**src/rtl/project_triangle_seq_if.sv**
```systemverilog
// rtl/project_triangle_seq_if.sv - triangle/MVP input handshake and pixel result bundle
interface project_triangle_seq_if #(
  parameter int WII = 8,
  parameter int WIF = 8,
  parameter int WS  = 10
);
  localparam int W = WII + WIF;

  logic                  in_valid;
  logic                  in_ready;
  logic [3:0][W-1:0]     vertex_a;
  logic [3:0][W-1:0]     vertex_b;
  logic [3:0][W-1:0]     vertex_c;
  logic [15:0][W-1:0]    mvp;
  logic [WS-1:0]         width;
  logic [WS-1:0]         height;
  logic                  out_valid;
  logic                  out_ready;
  logic [1:0][WS-1:0]    V1;
  logic [1:0][WS-1:0]    V2;
  logic [1:0][WS-1:0]    V3;
  logic                  culled;
  logic                  clamped;
  logic                  overflow;

  modport slave (
    input  in_valid, vertex_a, vertex_b, vertex_c, mvp, width, height, out_ready,
    output in_ready, out_valid, V1, V2, V3, culled, clamped, overflow
  );

  modport master (
    output in_valid, vertex_a, vertex_b, vertex_c, mvp, width, height, out_ready,
    input  in_ready, out_valid, V1, V2, V3, culled, clamped, overflow
  );
endinterface

```
**src/rtl/project_triangle_seq.sv**
```systemverilog
// rtl/project_triangle_seq.sv - sequential triangle projector: one MAC and one restoring divider
module project_triangle_seq #(
  parameter int WII = 8,
  parameter int WIF = 8,
  parameter int WS  = 10
) (
  input logic Clk,
  input logic Reset,
  project_triangle_seq_if.slave bus
);
  localparam int W  = WII + WIF;
  localparam int AW = 2 * W + 2;
  localparam int NQ = W + WIF;
  localparam int CW = ($clog2(NQ) > 4) ? $clog2(NQ) : 4;
  localparam logic [W-1:0] SMAX = {1'b0, {(W-1){1'b1}}};
  localparam logic [W-1:0] SMIN = {1'b1, {(W-1){1'b0}}};

  typedef enum logic [2:0] {IDLE, DOT, DIVX, DIVY, MAP, DONE} state_t;

  state_t                  state;
  logic                    in_ready_q, out_valid_q, culled_q, clamped_q, overflow_q;
  logic [CW-1:0]           cnt;
  logic [1:0]              vidx;
  logic [2:0][3:0][W-1:0]  vert;
  logic [15:0][W-1:0]      mat;
  logic [WS-1:0]           wid, hgt;
  logic [AW-1:0]           acc;
  logic [W-1:0]            cx, cy, cw, ndc_x, ndc_y;
  logic [NQ-1:0]           dq;
  logic [W-1:0]            rem;
  logic [2:0][1:0][WS-1:0] pix;

  function automatic logic [W-1:0] mag(input logic [W-1:0] v);
    return v[W-1] ? (~v + W'(1)) : v;
  endfunction

  logic [1:0]        row;
  logic [W-1:0]      ma, vb;
  logic [2*W-1:0]    prod;
  logic [AW-1:0]     acc_sum;
  logic signed [AW:0] rnd, shr;
  logic              row_fit;
  logic [W-1:0]      row_val;

  // Row 2 (clip z) is skipped: counter rows 0,1,2 map to matrix rows 0,1,3.
  always_comb begin
    row     = (cnt[3:2] == 2'd2) ? 2'd3 : cnt[3:2];
    ma      = mat[{row, cnt[1:0]}];
    vb      = vert[vidx][cnt[1:0]];
    prod    = {{W{ma[W-1]}}, ma} * {{W{vb[W-1]}}, vb};
    acc_sum = acc + {{2{prod[2*W-1]}}, prod};
    rnd     = {acc_sum[AW-1], acc_sum} + ((AW+1)'(1) << (WIF - 1));
    shr     = rnd >>> WIF;
    row_fit = (&shr[AW:W-1]) | ~(|shr[AW:W-1]);
    row_val = row_fit ? shr[W-1:0] : (shr[AW] ? SMIN : SMAX);
  end

  logic [W:0]    rem_sh;
  logic [W-1:0]  rem_nx;
  logic          qbit, div_neg, w_pos, div_ovf;
  logic [NQ-1:0] q_fin;
  logic [W-1:0]  div_val;

  always_comb begin
    rem_sh  = {rem, dq[NQ-1]};
    qbit    = rem_sh >= {1'b0, cw};
    rem_nx  = qbit ? W'(rem_sh - {1'b0, cw}) : rem_sh[W-1:0];
    q_fin   = {dq[NQ-2:0], qbit};
    div_neg = (state == DIVY) ? cy[W-1] : cx[W-1];
    w_pos   = !cw[W-1] && (cw != '0);
    div_ovf = 1'b0;
    div_val = '0;
    if (w_pos) begin
      if (!div_neg && q_fin > NQ'(SMAX)) begin
        div_val = SMAX;
        div_ovf = 1'b1;
      end else if (div_neg && q_fin > NQ'(SMIN)) begin
        div_val = SMIN;
        div_ovf = 1'b1;
      end else begin
        div_val = div_neg ? (~q_fin[W-1:0] + W'(1)) : q_fin[W-1:0];
      end
    end
  end

  logic [W-1:0]    ndc;
  logic [WS-1:0]   size, size_m1, map_val;
  logic [W:0]      t;
  logic [W+WS-1:0] mp, pf;
  logic            map_clamp;

  always_comb begin
    ndc       = cnt[0] ? ndc_y : ndc_x;
    size      = cnt[0] ? hgt : wid;
    size_m1   = size - WS'(1);
    t         = {ndc[W-1], ndc} + ((W+1)'(1) << WIF);
    mp        = {{WS{1'b0}}, t[W-1:0]} * {{W{1'b0}}, size};
    pf        = mp >> (WIF + 1);
    map_clamp = 1'b0;
    map_val   = pf[WS-1:0];
    if (t[W]) begin
      map_val   = '0;
      map_clamp = 1'b1;
    end else if (pf > {{W{1'b0}}, size_m1}) begin
      map_val   = size_m1;
      map_clamp = 1'b1;
    end
  end

  always_ff @(posedge Clk) begin
    if (Reset) begin
      state       <= IDLE;
      in_ready_q  <= 1'b1;
      out_valid_q <= 1'b0;
      culled_q    <= 1'b0;
      clamped_q   <= 1'b0;
      overflow_q  <= 1'b0;
      pix         <= '0;
      cnt         <= '0;
      vidx        <= '0;
      acc         <= '0;
      dq          <= '0;
      rem         <= '0;
    end else begin
      case (state)
        IDLE: if (bus.in_valid) begin
          vert       <= {bus.vertex_c, bus.vertex_b, bus.vertex_a};
          mat        <= bus.mvp;
          wid        <= bus.width;
          hgt        <= bus.height;
          culled_q   <= 1'b0;
          clamped_q  <= 1'b0;
          overflow_q <= 1'b0;
          in_ready_q <= 1'b0;
          cnt        <= '0;
          vidx       <= '0;
          acc        <= '0;
          state      <= DOT;
        end
        DOT: begin
          if (cnt[1:0] == 2'd3) begin
            acc <= '0;
            if (!row_fit) overflow_q <= 1'b1;
            case (cnt[3:2])
              2'd0:    cx <= row_val;
              2'd1:    cy <= row_val;
              default: cw <= row_val;
            endcase
          end else begin
            acc <= acc_sum;
          end
          if (cnt == CW'(11)) begin
            cnt   <= '0;
            dq    <= {mag(cx), {WIF{1'b0}}};
            rem   <= '0;
            state <= DIVX;
          end else begin
            cnt <= cnt + CW'(1);
          end
        end
        DIVX, DIVY: begin
          dq  <= q_fin;
          rem <= rem_nx;
          if (cnt == CW'(NQ - 1)) begin
            cnt <= '0;
            rem <= '0;
            if (div_ovf) overflow_q <= 1'b1;
            if (!w_pos)  culled_q   <= 1'b1;
            if (state == DIVX) begin
              ndc_x <= div_val;
              dq    <= {mag(cy), {WIF{1'b0}}};
              state <= DIVY;
            end else begin
              ndc_y <= div_val;
              state <= MAP;
            end
          end else begin
            cnt <= cnt + CW'(1);
          end
        end
        MAP: begin
          pix[vidx][cnt[0]] <= w_pos ? map_val : '0;
          if (w_pos && map_clamp) clamped_q <= 1'b1;
          if (cnt[0]) begin
            cnt <= '0;
            if (vidx == 2'd2) begin
              out_valid_q <= 1'b1;
              state       <= DONE;
            end else begin
              vidx  <= vidx + 2'd1;
              state <= DOT;
            end
          end else begin
            cnt <= cnt + CW'(1);
          end
        end
        DONE: if (bus.out_ready) begin
          out_valid_q <= 1'b0;
          in_ready_q  <= 1'b1;
          state       <= IDLE;
        end
        default: state <= IDLE;
      endcase
    end
  end

  assign bus.in_ready  = in_ready_q;
  assign bus.out_valid = out_valid_q;
  assign bus.V1        = pix[0];
  assign bus.V2        = pix[1];
  assign bus.V3        = pix[2];
  assign bus.culled    = culled_q;
  assign bus.clamped   = clamped_q;
  assign bus.overflow  = overflow_q;
endmodule

```
**src/flat_wrapper.sv**
```systemverilog
// flat-port wrapper written by rule: the top's interface ports become plain ports
module project_triangle_seq_flat 
#(
  parameter int WII = 8,
  parameter int WIF = 8,
  parameter int WS  = 10
)
  (Clk, Reset, bus_in_valid, bus_vertex_a, bus_vertex_b, bus_vertex_c, bus_mvp, bus_width, bus_height, bus_out_ready, bus_in_ready, bus_out_valid, bus_V1, bus_V2, bus_V3, bus_culled, bus_clamped, bus_overflow);
  project_triangle_seq_if #(.WII(WII), .WIF(WIF), .WS(WS)) bus_i ();
  input logic Clk;
  input logic Reset;
  input wire logic [$bits(bus_i.in_valid)-1:0] bus_in_valid;
  input wire logic [$bits(bus_i.vertex_a)-1:0] bus_vertex_a;
  input wire logic [$bits(bus_i.vertex_b)-1:0] bus_vertex_b;
  input wire logic [$bits(bus_i.vertex_c)-1:0] bus_vertex_c;
  input wire logic [$bits(bus_i.mvp)-1:0] bus_mvp;
  input wire logic [$bits(bus_i.width)-1:0] bus_width;
  input wire logic [$bits(bus_i.height)-1:0] bus_height;
  input wire logic [$bits(bus_i.out_ready)-1:0] bus_out_ready;
  output wire logic [$bits(bus_i.in_ready)-1:0] bus_in_ready;
  output wire logic [$bits(bus_i.out_valid)-1:0] bus_out_valid;
  output wire logic [$bits(bus_i.V1)-1:0] bus_V1;
  output wire logic [$bits(bus_i.V2)-1:0] bus_V2;
  output wire logic [$bits(bus_i.V3)-1:0] bus_V3;
  output wire logic [$bits(bus_i.culled)-1:0] bus_culled;
  output wire logic [$bits(bus_i.clamped)-1:0] bus_clamped;
  output wire logic [$bits(bus_i.overflow)-1:0] bus_overflow;
  assign bus_i.in_valid = bus_in_valid;
  assign bus_i.vertex_a = bus_vertex_a;
  assign bus_i.vertex_b = bus_vertex_b;
  assign bus_i.vertex_c = bus_vertex_c;
  assign bus_i.mvp = bus_mvp;
  assign bus_i.width = bus_width;
  assign bus_i.height = bus_height;
  assign bus_i.out_ready = bus_out_ready;
  assign bus_in_ready = bus_i.in_ready;
  assign bus_out_valid = bus_i.out_valid;
  assign bus_V1 = bus_i.V1;
  assign bus_V2 = bus_i.V2;
  assign bus_V3 = bus_i.V3;
  assign bus_culled = bus_i.culled;
  assign bus_clamped = bus_i.clamped;
  assign bus_overflow = bus_i.overflow;
  project_triangle_seq #(.WII(WII), .WIF(WIF), .WS(WS)) u_core (.Clk(Clk), .Reset(Reset), .bus(bus_i));
endmodule
```
**config.mk**
```make
export PLATFORM = sky130hd
export DESIGN_NAME = project_triangle_seq_flat
export DESIGN_NICKNAME = d
export VERILOG_FILES = /design/src/rtl/project_triangle_seq_if.sv /design/src/rtl/project_triangle_seq.sv /design/src/flat_wrapper.sv
export SDC_FILE = /design/constraint.sdc
export NUM_CORES = 2
export LEC_CHECK = 0
export ABC_CLOCK_PERIOD_IN_PS = 58400
export CAP_MARGIN = 20
export CORE_AREA = 2 2 333 269
export DETAILED_ROUTE_END_ITERATION = 16
export DIE_AREA = 0 0 335 271
export PLACE_DENSITY = 0.73
export SLEW_MARGIN = 20
export SYNTH_ARGS = -nofsm -noshare
export SYNTH_HDL_FRONTEND = slang
export SYNTH_SLANG_ARGS = --single-unit
```
**constraint.sdc**
```tcl
create_clock -name Clk -period 58.4 [get_ports Clk]
set_input_delay 11.68 -clock Clk [delete_from_list [all_inputs] [get_ports Clk]]
set_output_delay 11.68 -clock Clk [all_outputs]
set_load 0.01 [all_outputs]
```
==> flow_summary_export.csv <==
group,metric,value,unit
run_status,run_status,"finished clean",
logic_synthesis,synthDominantAreaCellType,"edfxtp_1",
place,finalWeightedCongestion,0.962,
final_layout,fill_cells,7010,
timing,slew_headroom,29.4,%
timing,post-route-period-util,25.0,%
worst_setup_path,critPathSlowestCell,"buf_4",
logic_synthesis,synth_area_per_cell,11.1,sq um
floorplan,dieArea,0.0908,sq mm
timing,slew_violations,0,
detailed_routing,ant_nets,0,
logic_synthesis,synth_common_cells,"inv_1, edfxtp_1, nand2_1",
logic_synthesis,yosys_cell_types,100,
timing,finalHoldViolations,0,
logic_synthesis,async_flop_share,0,%
timing,setup_total_negative_slack,0,ns
timing,unrepaired_setup_endpoints_after_global_routing,"false",
place,port_buffers,472,
timing,final_period_minus_worst_setup_slack,14.62,ns
detailed_routing,vias_per_cell,5.60,
final_layout,area_delta_synth_final,19.1,%
detailed_routing,totalWireLength,116,mm
logic_synthesis,syn_area,0.0435,sq mm
worst_setup_path,required,58.67,ns
timing,maxClockFrequency,68.4,MHz
floorplan,io_pins,537,
logic_synthesis,synth.net_count,4984,
detailed_routing,drt_pre_antenna_iters,5,
floorplan,coreArea,0.0871,sq mm
timing,setup_skew_after_layout,0.0509,ns
cts,cts-buffers-inserted,67,
worst_setup_path,timing.critical_path.buf_inv,3,
run,max_cap_viol_count,0,
final_layout,multi_input_combinational_cell_area,0.0236,sq mm
floorplan,rows,97,
worst_setup_path,worst-r2r-cell-count,39,
logic_synthesis,post_synth_inst_count,3928,
hold_path,hold-path-cell-count,2,
floorplan,floorplan.initialDensity,49.9,%
worst_setup_path,crit_path_max_fanout,136,
worst_setup_path,timing.critical_path.cells,"clkdlybuf4s50_1, nand3b_1, nor2_4, buf_12, buf_4",
final_layout,seq_area,0.0175,sq mm
logic_synthesis,ys_dominant_reg_cell,"edfxtp_1",
global_route,grt_start_max_net_pins,172,
logic_synthesis,post-synth-top-count-cell,"inv_1",
worst_setup_path,max_stage_delay,0.92,ns
cts,post_cts.resized_instances,0,
floorplan,die_width,335,um
hold_path,worstHoldPathType,"reg -> reg",
detailed_routing,via_count,31200,
detailed_routing,remaining_drc_errors,0,
worst_setup_path,setup.worst_path.start_class,"input pin",
global_route,globalRoute.totalOverflow,0,
global_route,grt_first_pass_wirelength,179,mm
worst_setup_path,critPathArrivalTime,14.89,ns
global_route,antenna_found_initial,13,
detailed_routing,first_iter_violations,2443,
cts,postCtsSetupBuffers,0,
detailed_routing,route.detailed.wl_per_inst,20.8,um
cts,cts_max_level,3,
logic_synthesis,synth_sequential_area_ratio,40.3,%
cts,clock_tree_from_tritoncts,"yes",
worst_setup_path,start_to_end_type_of_the_worst_setup_path,"in -> reg",
cts,clock-root-buffer,"clkbuf_16",
logic_synthesis,yosys_warnings,0,
final_layout,finish.net_count,5427,
cts,hold_fix_buffers_at_cts,0,
floorplan,die_h,271,um
cts,clkSinkCount,633,
logic_synthesis,synth.top_cells.by_area,"edfxtp_1, fa_1, dfxtp_1, ha_1, mux4_2",
logic_synthesis,synth.ff_latch_count,633,
worst_setup_path,crit_family,"buffers and inverters",
worst_setup_path,timing.critical_path.to_type,"register",
cts,clock_path_buffers,3,
final_layout,final_core_util,59.4,%
logic_synthesis,post-synth-top-area-fraction,33.4,%
timing,report.final.setup_viol,0,
timing,actual_transition_at_the_worst_max_transition_pin,1.06,ns
cts,clkSlewWorstSetupHoldPaths,0.06,ns
place,post_detailed_placement_half_perimeter_wirelength,89.3,mm
global_route,first_global_vias,31500,
logic_synthesis,synth_enable_flop_cells,484,
final_layout,share_of_post_route_cells_with_drive_strength_above_1,7.78,%
cts,clock_insertion_delay_worst_skew,0.68,ns
worst_setup_path,path_depth,5,
global_route,track_usage,25.5,%
==> cell type report <==
cell class | count | share of cell area [%]
Inverter | 489 | 3.54
Antenna cell | 7 | 0.0338
Clock inverter | 42 | 0.908
Multi-Input combinational cell | 2656 | 45.5
Clock buffer | 80 | 3.47
Tap cell | 1138 | 2.75
Sequential cell | 633 | 33.8
Timing Repair Buffer | 524 | 9.91
==> path summary, 6_finish.rpt <==
path / from / slack (ns) / to
worst max-delay path: bus_in_valid / 43.78 / u_core.vert[25]$_DFFE_PP_
worst min-delay path: u_core.bus.in_ready$_SDFFE_PP1P_ / 0.44 / u_core.bus.in_ready$_SDFFE_PP1P_
worst max register to register: u_core.cnt[0]$_SDFFE_PP0P_ / 44.01 / u_core.cw[4]$_DFFE_PP_
worst min register to register: u_core.bus.in_ready$_SDFFE_PP1P_ / 0.44 / u_core.bus.in_ready$_SDFFE_PP1P_
==> routing by layer <==
layer  GRT usage (%)  wire length (um)  vias to the layer above
met5               0                46                        -
met4            10.3              4570                        6
met3            5.71              9500                      208
met2            41.5             54100                     1262
met1            33.1             47400                    15300
li1                -                 -                    14400
==> state kept, by name, indices dropped and copies added (netlist names), 2 cells and up <==
name	cells
u_core.mat	192
u_core.vert	192
u_core.acc	34
u_core.dq	24
u_core.bus.V1	20
u_core.bus.V2	20
u_core.bus.V3	20
u_core.cw	16
u_core.cx	16
u_core.cy	16
u_core.ndc_x	16
u_core.ndc_y	16
u_core.rem	16
u_core.hgt	10
u_core.wid	10
u_core.cnt	5
u_core.state	3
u_core.vidx	2
==> logic make-up (layout without fill, tap and decap cells) <==
kind of cell	after synthesis	count (layout)	synth area share [%]
AO/OA/AOI/OAI	636	636	9.62
XOR/XNOR	139	139	2.83
adder cells (fa/ha/maj)	584	584	23.2
buffers and inverters	639	1135	5.62
flip-flops	633	633	40.3
multiplexers	181	181	6.99
other	0	7	0
AND/OR/NAND/NOR	1116	1116	11.4
==> cells in the final DEF, fill, tap and decap left out, drive strengths merged, types with 16 or more instances in the layout <==
cell / count
a22oi: 43
a31oi: 22
clkdlybuf4s50: 471
nand3: 25
xnor2: 94
nor2: 368
clkinv: 33
nand2: 453
dfxtp: 149
nand2b: 41
o21ai: 163
edfxtp: 484
a21oi: 177
mux2i: 67
nor2b: 37
o31ai: 16
buf: 53
a211oi: 30
nor3: 45
mux2: 19
o21a: 32
nand4: 24
inv: 492
clkbuf: 80
xor2: 44
fa: 373
a21o: 31
mux4: 95
and2: 25
ha: 211
nor4: 22
==> worst register-to-register path, delay by kind of cell, from the launching register on <==
kind	cells	cell delay, ns
adder cells (fa/ha/maj)	8	3.54
flip-flops	1	0.57
XOR/XNOR	1	0.21
AND/OR/NAND/NOR	7	1.44
buffers and inverters	6	1.79
multiplexers	1	0.62
AO/OA/AOI/OAI	16	5.95
==> stage by stage <==
stage	instances	setup slack (ns)	hold slack, ns	cell area [sq um]
6_report	5569	43.78	0.438	51800
5_1_grt	5568	42.98	0.470	51800
4_1_cts	5562	43.88	0.442	51800
3_5_place_dp	5440	43.19	0.432	49500
3_3_place_gp	5440	43.22	0.434	49500
2_1_floorplan	3928	28.38	0.441	43500
Power is not shown: default switching activity piles up to over one toggle a cycle in this logic, so the estimate is an artifact.
